--- src/rtl/serial_frame_tx_if.sv ---
// Word-source handshake and serial-line status bundle for serial_frame_tx.
// The master modport is the word source; the slave modport is the transmitter.
interface serial_frame_tx_if #(
    parameter int DATA_W = 8
);
    logic [DATA_W-1:0] TX_DATA;
    logic              TX_VALID;
    logic              TX_READY;
    logic              SDO;
    logic              BUSY;
    logic              TX_DONE;

    modport master (
        output TX_DATA,
        output TX_VALID,
        input  TX_READY,
        input  SDO,
        input  BUSY,
        input  TX_DONE
    );

    modport slave (
        input  TX_DATA,
        input  TX_VALID,
        output TX_READY,
        output SDO,
        output BUSY,
        output TX_DONE
    );
endinterface

--- src/rtl/serial_frame_tx.sv ---
// Parallel-in, serial-out frame transmitter: idle-high line, start bit 0,
// DATA_W data bits, stop bit 1, every bit held CLKS_PER_BIT clocks.
module serial_frame_tx #(
    parameter int DATA_W       = 8,
    parameter int CLKS_PER_BIT = 4,
    parameter int LSB_FIRST    = 1
) (
    input  logic               CLK,
    input  logic               RST,
    serial_frame_tx_if.slave   tx
);

    localparam int CNT_W = (CLKS_PER_BIT > 1) ? $clog2(CLKS_PER_BIT) : 1;
    localparam int BIT_W = (DATA_W > 1) ? $clog2(DATA_W) : 1;

    localparam logic [CNT_W-1:0] CYC_LAST = CNT_W'(CLKS_PER_BIT - 1);
    localparam logic [CNT_W-1:0] CYC_ONE  = CNT_W'(1);
    localparam logic [BIT_W-1:0] BIT_LAST = BIT_W'(DATA_W - 1);
    localparam logic [BIT_W-1:0] BIT_ONE  = BIT_W'(1);
    localparam logic             LSB_SEL  = (LSB_FIRST != 32'sd0);

    localparam logic [1:0] ST_IDLE  = 2'd0;
    localparam logic [1:0] ST_START = 2'd1;
    localparam logic [1:0] ST_DATA  = 2'd2;
    localparam logic [1:0] ST_STOP  = 2'd3;

    logic [1:0]        state_r,   state_s;
    logic [DATA_W-1:0] shift_r,   shift_s;
    logic [BIT_W-1:0]  bit_cnt_r, bit_cnt_s;
    logic [CNT_W-1:0]  cyc_cnt_r, cyc_cnt_s;
    logic              sdo_r,     sdo_s;
    logic              busy_r,    busy_s;
    logic              done_r,    done_s;
    logic [DATA_W-1:0] shift_adv_s;

    // The bit on the line always sits at the output end of the shift register.
    function automatic logic out_bit(input logic [DATA_W-1:0] v);
        if (LSB_SEL) begin
            return v[0];
        end else begin
            return v[DATA_W-1];
        end
    endfunction

    function automatic logic [DATA_W-1:0] advance(input logic [DATA_W-1:0] v);
        if (LSB_SEL) begin
            return v >> 1'b1;
        end else begin
            return v << 1'b1;
        end
    endfunction

    // Next-state and next-output decode for the frame sequencer.
    always_comb begin
        state_s     = state_r;
        shift_s     = shift_r;
        bit_cnt_s   = bit_cnt_r;
        cyc_cnt_s   = cyc_cnt_r;
        sdo_s       = sdo_r;
        busy_s      = busy_r;
        done_s      = 1'b0;
        shift_adv_s = advance(shift_r);

        case (state_r)
            ST_IDLE: begin
                if (tx.TX_VALID) begin
                    // Start bit goes out on the accept edge itself.
                    state_s   = ST_START;
                    shift_s   = tx.TX_DATA;
                    bit_cnt_s = '0;
                    cyc_cnt_s = '0;
                    sdo_s     = 1'b0;
                    busy_s    = 1'b1;
                end else begin
                    sdo_s  = 1'b1;
                    busy_s = 1'b0;
                end
            end
            ST_START: begin
                if (cyc_cnt_r == CYC_LAST) begin
                    state_s   = ST_DATA;
                    cyc_cnt_s = '0;
                    bit_cnt_s = '0;
                    sdo_s     = out_bit(shift_r);
                end else begin
                    cyc_cnt_s = cyc_cnt_r + CYC_ONE;
                end
            end
            ST_DATA: begin
                if (cyc_cnt_r == CYC_LAST) begin
                    cyc_cnt_s = '0;
                    if (bit_cnt_r == BIT_LAST) begin
                        state_s = ST_STOP;
                        sdo_s   = 1'b1;
                    end else begin
                        bit_cnt_s = bit_cnt_r + BIT_ONE;
                        shift_s   = shift_adv_s;
                        sdo_s     = out_bit(shift_adv_s);
                    end
                end else begin
                    cyc_cnt_s = cyc_cnt_r + CYC_ONE;
                end
            end
            ST_STOP: begin
                if (cyc_cnt_r == CYC_LAST) begin
                    state_s   = ST_IDLE;
                    cyc_cnt_s = '0;
                    bit_cnt_s = '0;
                    sdo_s     = 1'b1;
                    busy_s    = 1'b0;
                    done_s    = 1'b1;
                end else begin
                    cyc_cnt_s = cyc_cnt_r + CYC_ONE;
                end
            end
            default: begin
                state_s   = ST_IDLE;
                shift_s   = '0;
                bit_cnt_s = '0;
                cyc_cnt_s = '0;
                sdo_s     = 1'b1;
                busy_s    = 1'b0;
            end
        endcase
    end

    // State and output registers; RST aborts any frame and discards its data.
    always_ff @(posedge CLK) begin
        if (RST) begin
            state_r   <= ST_IDLE;
            shift_r   <= '0;
            bit_cnt_r <= '0;
            cyc_cnt_r <= '0;
            sdo_r     <= 1'b1;
            busy_r    <= 1'b0;
            done_r    <= 1'b0;
        end else begin
            state_r   <= state_s;
            shift_r   <= shift_s;
            bit_cnt_r <= bit_cnt_s;
            cyc_cnt_r <= cyc_cnt_s;
            sdo_r     <= sdo_s;
            busy_r    <= busy_s;
            done_r    <= done_s;
        end
    end

    // READY is a pure state decode, so it never depends on TX_VALID.
    assign tx.TX_READY = (state_r == ST_IDLE);
    assign tx.SDO      = sdo_r;
    assign tx.BUSY     = busy_r;
    assign tx.TX_DONE  = done_r;

endmodule

--- src/flat_wrapper.sv ---
// flat-port wrapper written by rule: the top's interface ports become plain ports
module serial_frame_tx_flat 
#(
    parameter int DATA_W       = 8,
    parameter int CLKS_PER_BIT = 4,
    parameter int LSB_FIRST    = 1
)
  (CLK, RST, tx_TX_DATA, tx_TX_VALID, tx_TX_READY, tx_SDO, tx_BUSY, tx_TX_DONE);
  serial_frame_tx_if #(.DATA_W(DATA_W)) tx_i ();
  input  logic CLK;
  input  logic RST;
  input wire logic [$bits(tx_i.TX_DATA)-1:0] tx_TX_DATA;
  input wire logic [$bits(tx_i.TX_VALID)-1:0] tx_TX_VALID;
  output wire logic [$bits(tx_i.TX_READY)-1:0] tx_TX_READY;
  output wire logic [$bits(tx_i.SDO)-1:0] tx_SDO;
  output wire logic [$bits(tx_i.BUSY)-1:0] tx_BUSY;
  output wire logic [$bits(tx_i.TX_DONE)-1:0] tx_TX_DONE;
  assign tx_i.TX_DATA = tx_TX_DATA;
  assign tx_i.TX_VALID = tx_TX_VALID;
  assign tx_TX_READY = tx_i.TX_READY;
  assign tx_SDO = tx_i.SDO;
  assign tx_BUSY = tx_i.BUSY;
  assign tx_TX_DONE = tx_i.TX_DONE;
  serial_frame_tx #(.DATA_W(DATA_W), .CLKS_PER_BIT(CLKS_PER_BIT), .LSB_FIRST(LSB_FIRST)) u_core (.CLK(CLK), .RST(RST), .tx(tx_i));
endmodule
--- config.mk ---
export PLATFORM = sky130hd
export DESIGN_NAME = serial_frame_tx_flat
export DESIGN_NICKNAME = d
export VERILOG_FILES = /design/src/rtl/serial_frame_tx_if.sv /design/src/rtl/serial_frame_tx.sv /design/src/flat_wrapper.sv
export SDC_FILE = /design/constraint.sdc
export NUM_CORES = 1
export LEC_CHECK = 0
export ABC_CLOCK_PERIOD_IN_PS = 2900
export BUFFER_PORTS_ARGS = -buffer_cell sky130_fd_sc_hd__buf_2
export CORE_MARGIN = 8
export CORE_UTILIZATION = 58
export DETAILED_ROUTE_END_ITERATION = 7
export GPL_TIMING_DRIVEN = 0
export PLACE_DENSITY_LB_ADDON = 0.08
export SLEW_MARGIN = 40
export SYNTH_ARGS = -nofsm -noshare
export SYNTH_HDL_FRONTEND = slang
export SYNTH_SLANG_ARGS = --single-unit
export TNS_END_PERCENT = 50
--- constraint.sdc ---
create_clock -name CLK -period 2.9 [get_ports CLK]
set_input_delay 0 -clock CLK [delete_from_list [all_inputs] [get_ports CLK]]
set_output_delay 0 -clock CLK [all_outputs]
set_load 0.005 [all_outputs]
After elaboration in Yosys (flattened, before gate mapping)
Index checks and enable logic that the tools add are counted.
W data, S select, Z words.
- flip-flop bits (word level): 18
- logic and storage cells: 61
- add/subtract/negate cells: 2
- equal/unequal tests: 12
- multiplexer cells: 28
- bitwise logic cells: 1
- reduce and logical (&&, ||, !) cells: 11
- operators by type and width (cell ; number):
    $mux W8 ; 3
    $pmux W8 S2 ; 1
    $mux W2 ; 7
    $mux W3 ; 4
    $ne A2 B1 Y1 const B ; 5
    $pmux W3 S3 ; 1
    $mux W1 ; 8
    $pmux W2 S4 ; 1
    $reduce_and A4 Y1 ; 2
    $eq A2 B2 Y1 const B ; 3
    $reduce_and A5 Y1 ; 1
    $ne A2 B2 Y1 const B ; 2
    $pmux W1 S4 ; 1
    $pmux W2 S2 ; 1
    $reduce_bool A2 Y1 ; 2
    $reduce_or A2 Y1 ; 2
    $add A3 B1 Y3 const B ; 1
    $eq A3 B3 Y1 const B ; 1
    $reduce_and A3 Y1 ; 1
    $reduce_or A3 Y1 ; 1
    $add A2 B1 Y2 const B ; 1
    $eq A2 B1 Y1 const B ; 1
    $logic_not A2 Y1 ; 1
    $pmux W1 S2 ; 1
    2 further kinds ; 2

Logic depth before layout (Yosys ltp)
- word-level depth: 4
- gate-level depth with buffers: 8

Worst setup path after synthesis
OpenSTA, ideal clock, no wires.
- path kind: register to register
- start: reg u_core.state_r[0]
- end: reg u_core.bit_cnt_r[0]
- arrival: 1.583 ns
- data required time: 2.779 ns
- slack: 1.196 ns
- cell stages (with the launch flop): 7
- cell sequence: dfxtp_1 > inv_1 > ha_1 > nor3_1 > nor2_1 > o31a_1 > mux2_2
- longest elaborated chain between the ends: 4
- elaborated cells between the ends (all ways): 11
- classes of those cells: eq/ne: 7; mux: 1; reduce/logical: 3
- RTL lines (element ; RTL line ; text):
    start: declaration ; serial_frame_tx.sv:27 ; logic [1:0] state_r, state_s;
    start signal: assignment ; serial_frame_tx.sv:138 ; state_r <= state_s;
    $eq A2 B1 Y1 or $eq A2 B2 Y1 (tied branches) ; serial_frame_tx.sv:64 ; case (state_r)
    $reduce_or A2 Y1 (no line) ; - ;
    $ne A2 B1 Y1 (no line) ; - ;
    $reduce_and A4 Y1 (no line) ; - ;
    end signal: assignment ; serial_frame_tx.sv:140 ; bit_cnt_r <= bit_cnt_s;
    end: declaration ; serial_frame_tx.sv:29 ; logic [BIT_W-1:0] bit_cnt_r, bit_cnt_s;
Parallel ways exist; a longest one is shown, timed or not.
A chain may end at the register's enable or synchronous reset.

Worst setup path after layout
Ends and elaborated chain as after synthesis.

==> results.json <==
{
  "multi_input_area_sq_um": 527,
  "finalSetupViolations": 0,
  "p_int_mw": 0.642,
  "port_buffers": 14,
  "worstPathArrival_ns": 2.06,
  "postSynthCellCount": 93,
  "slew_headroom": 0.622,
  "slew_violations": 0,
  "synth_warnings": 0,
  "grt.overflow.total": 0,
  "layout.nets": 134,
  "initial_core_util": 0.619,
  "setup.worst_path.start": "u_core.state_r[0]$_SDFFE_PP0P_",
  "crit_end": "u_core.bit_cnt_r[0]$_SDFFE_PP0P_",
  "place.gp.congestion": 0.824,
  "ys_ff_latch": 18,
  "p_clk_frac": 0.111,
  "p_comb_frac": 0.551,
  "synth_largest_area_cell": "dfxtp_1",
  "cts_tree": "done",
  "clk_pin_slew_ns": 0.09,
  "cts_root_buffer": "clkbuf_4",
  "route.detailed.drc": 0,
  "cts_buffers": 3,
  "max_freq_mhz": 533,
  "drt-total-wl_microns": 1820,
  "die_x_microns": 56.3,
  "fill_cells": 122,
  "crit_type": "reg -> reg",
  "ant_nets": 0,
  "cp_max_fo": 5,
  "clock-skew-final_ns": 0.000623,
  "detail_route.first_pass.iterations": 4,
  "cts.sinks": 18,
  "yosysSeqAreaShare": 0.382,
  "synth_ff_type": "dfxtp_1",
  "die-height_microns": 56.3,
  "ioPinCount": 15,
  "synth_fp_nets": 113,
  "status": "finished, final reports clean",
  "clk_latency_ns": 0.29,
  "reg2regPathDepth": 6,
  "powerDensity_nw_per_um2": 1000,
  "register_area_sq_um": 360,
  "crit_path_start_kind": "flip-flop",
  "drt_iter0_markers": 25,
  "post-cts-setup-buffers": 0,
  "r2r-end": "u_core.bit_cnt_r[0]$_SDFFE_PP0P_",
  "synthTopCellsByArea": "dfxtp_1 38%, ha_1 12%, mux2i_1 9.5%, nor2_1 5.2%, a211oi_1 4.8%",
  "timing.final.crit_share": 0.647,
  "ys_top_cells_by_count": "18 x dfxtp_1, 13 x nor2_1, 9 x ha_1, 9 x mux2i_1, 6 x a211oi_1",
  "vias": 741,
  "crit_required_ns": 3.09,
  "cp-end-kind": "flip-flop",
  "sw_frac_of_total": 0.405,
  "syn_area_sq_um": 943,
  "power_switching_mw": 0.437,
  "synth-async-reset-ratio": 0,
  "cap_violations": 0,
  "grt.total_usage": 0.122,
  "synth-edff-count": 0,
  "hold_violations": 0,
  "reg2reg_from": "u_core.state_r[0]$_SDFFE_PP0P_",
  "synth_area_per_cell_sq_um": 10.1,
  "worstMarginPinSlew_ns": 0.567,
  "syn_to_final_growth_pct": 14.1,
  "n_antenna_cell": 0,
  "yosysMostFrequentCell": "dfxtp_1",
  "hp-class": "in -> reg",
  "fp-row-count": 14,
  "die-area_sq_um": 3170,
  "routedWlPerCell_microns": 14.2,
  "antenna_found_initial": 0,
  "fin_crit_ns": 1.88,
  "tns_ns": 0,
  "drive_gt1_frac": 0.232,
  "power_mw": 1.08,
  "cts_buffer_depth": 2,
  "synth_top_area_frac": 0.382,
  "seq_power_share": 0.339,
  "p_leak_nw": 0.454,
  "hold-worst-slack_ns": 0.0127,
  "hold_depth": 3,
  "post-route-util": 0.706,
  "core_region_area_sq_um": 1520,
  "grt_pass1_wl_microns": 3230,
  "htree_levels": 1,
  "peakVddDrop_v": 0.000604,
  "synth_cell_types": 31,
  "reg2reg_setup_slack_ns": 1.02,
  "dp_hpwl_microns": 1350,
  "rsz0062_at_grt": "false",
  "via_per_inst": 5.79,
  "grt_pass1_vias": 768,
  "grt_max_degree": 11
}
flip-flops by register name (all words and copies together), names as in the netlist:
signal             count
u_core.shift_r         8
u_core.bit_cnt_r       3
u_core.cyc_cnt_r       2
u_core.state_r         2
u_core.tx.BUSY         1
u_core.tx.SDO          1
u_core.tx.TX_DONE      1
stage by stage:
step	worst slack (ns)	std cells	cell area, sq um
2_1_floorplan	1.20	93	943
6_report	1.02	128	1080
5_1_grt	0.887	128	1080
3_3_place_gp	1.08	123	1030
4_1_cts	1.02	128	1080
3_5_place_dp	1.04	123	1030
layout by cell type, fill, tap and decap left out, drive strengths merged, types with 4 or more instances in the layout:
cell | Yosys | layout
buf | 3 | 17
a211oi | 9 | 9
mux2i | 9 | 9
a21oi | 4 | 4
ha | 9 | 9
clkbuf | 1 | 4
nor2 | 14 | 14
inv | 5 | 5
dfxtp | 18 | 18
cell type report:
type | instances | area share
Buffer | 4 | 0.0349
Sequential cell | 18 | 0.335
Tap cell | 16 | 0.0186
Multi-Input combinational cell | 66 | 0.490
Clock buffer | 3 | 0.0209
Inverter | 5 | 0.0174
Timing Repair Buffer | 16 | 0.0837
cell families (layout without fill, tap and decap cells):
logic type | Yosys count | in the layout | synth area share
and+or+nand+nor | 25 | 25 | 0.135
AOI/OAI and AO/OA | 22 | 22 | 0.196
DFF | 18 | 18 | 0.382
muxes | 10 | 10 | 0.107
adders and majority gates | 9 | 9 | 0.119
buffers and inverters | 9 | 28 | 0.0597
how the worst min path moves through the flow:
stage,start,endpoint,slack [ns]
6_report,tx_TX_VALID,u_core.tx.BUSY$_SDFFE_PP0P_,0.01
5_1_grt,tx_TX_DATA[4],u_core.shift_r[4]$_SDFFE_PP0P_,0.06
4_1_cts,tx_TX_VALID,u_core.tx.BUSY$_SDFFE_PP0P_,0.01
3_5_place_dp,RST,u_core.shift_r[1]$_SDFFE_PP0P_,0.24
3_3_place_gp,RST,u_core.shift_r[1]$_SDFFE_PP0P_,0.23
2_1_floorplan,RST,u_core.shift_r[0]$_SDFFE_PP0P_,0.07
repair_timing:
action,4_1_cts,5_1_grt
hold endpoints to repair,4,0
setup endpoints to repair,0,0
resized for setup,0,0
hold buffers,2,0
power groups by stage:
stage	clock network, mW	logic [mW]	registers, mW
floorplan	0	0.481	0.362
global placement	0	0.578	0.367
detailed placement	0	0.591	0.371
CTS	0.122	0.596	0.366
global route	0.129	0.665	0.373
finish	0.119	0.594	0.366
worst max-delay path, stage by stage, from the launching register on:
cell and delay [ns]:
dfxtp_1 0.37, inv_1 0.10, ha_1 0.31, nor3_1 0.28, nor2_1 0.13, o31a_1 0.32
mux2_2 0.27
per-layer routing:
layer | track usage | part of all wire | vias up
met5 | 0 | 0 | -
met4 | 0.0790 | 0.021 | 0
met3 | 0.0292 | 0.057 | 5
met2 | 0.192 | 0.47 | 24
met1 | 0.143 | 0.45 | 339
li1 | - | - | 373
No activity file was read; power rests on OpenSTA's default activity.
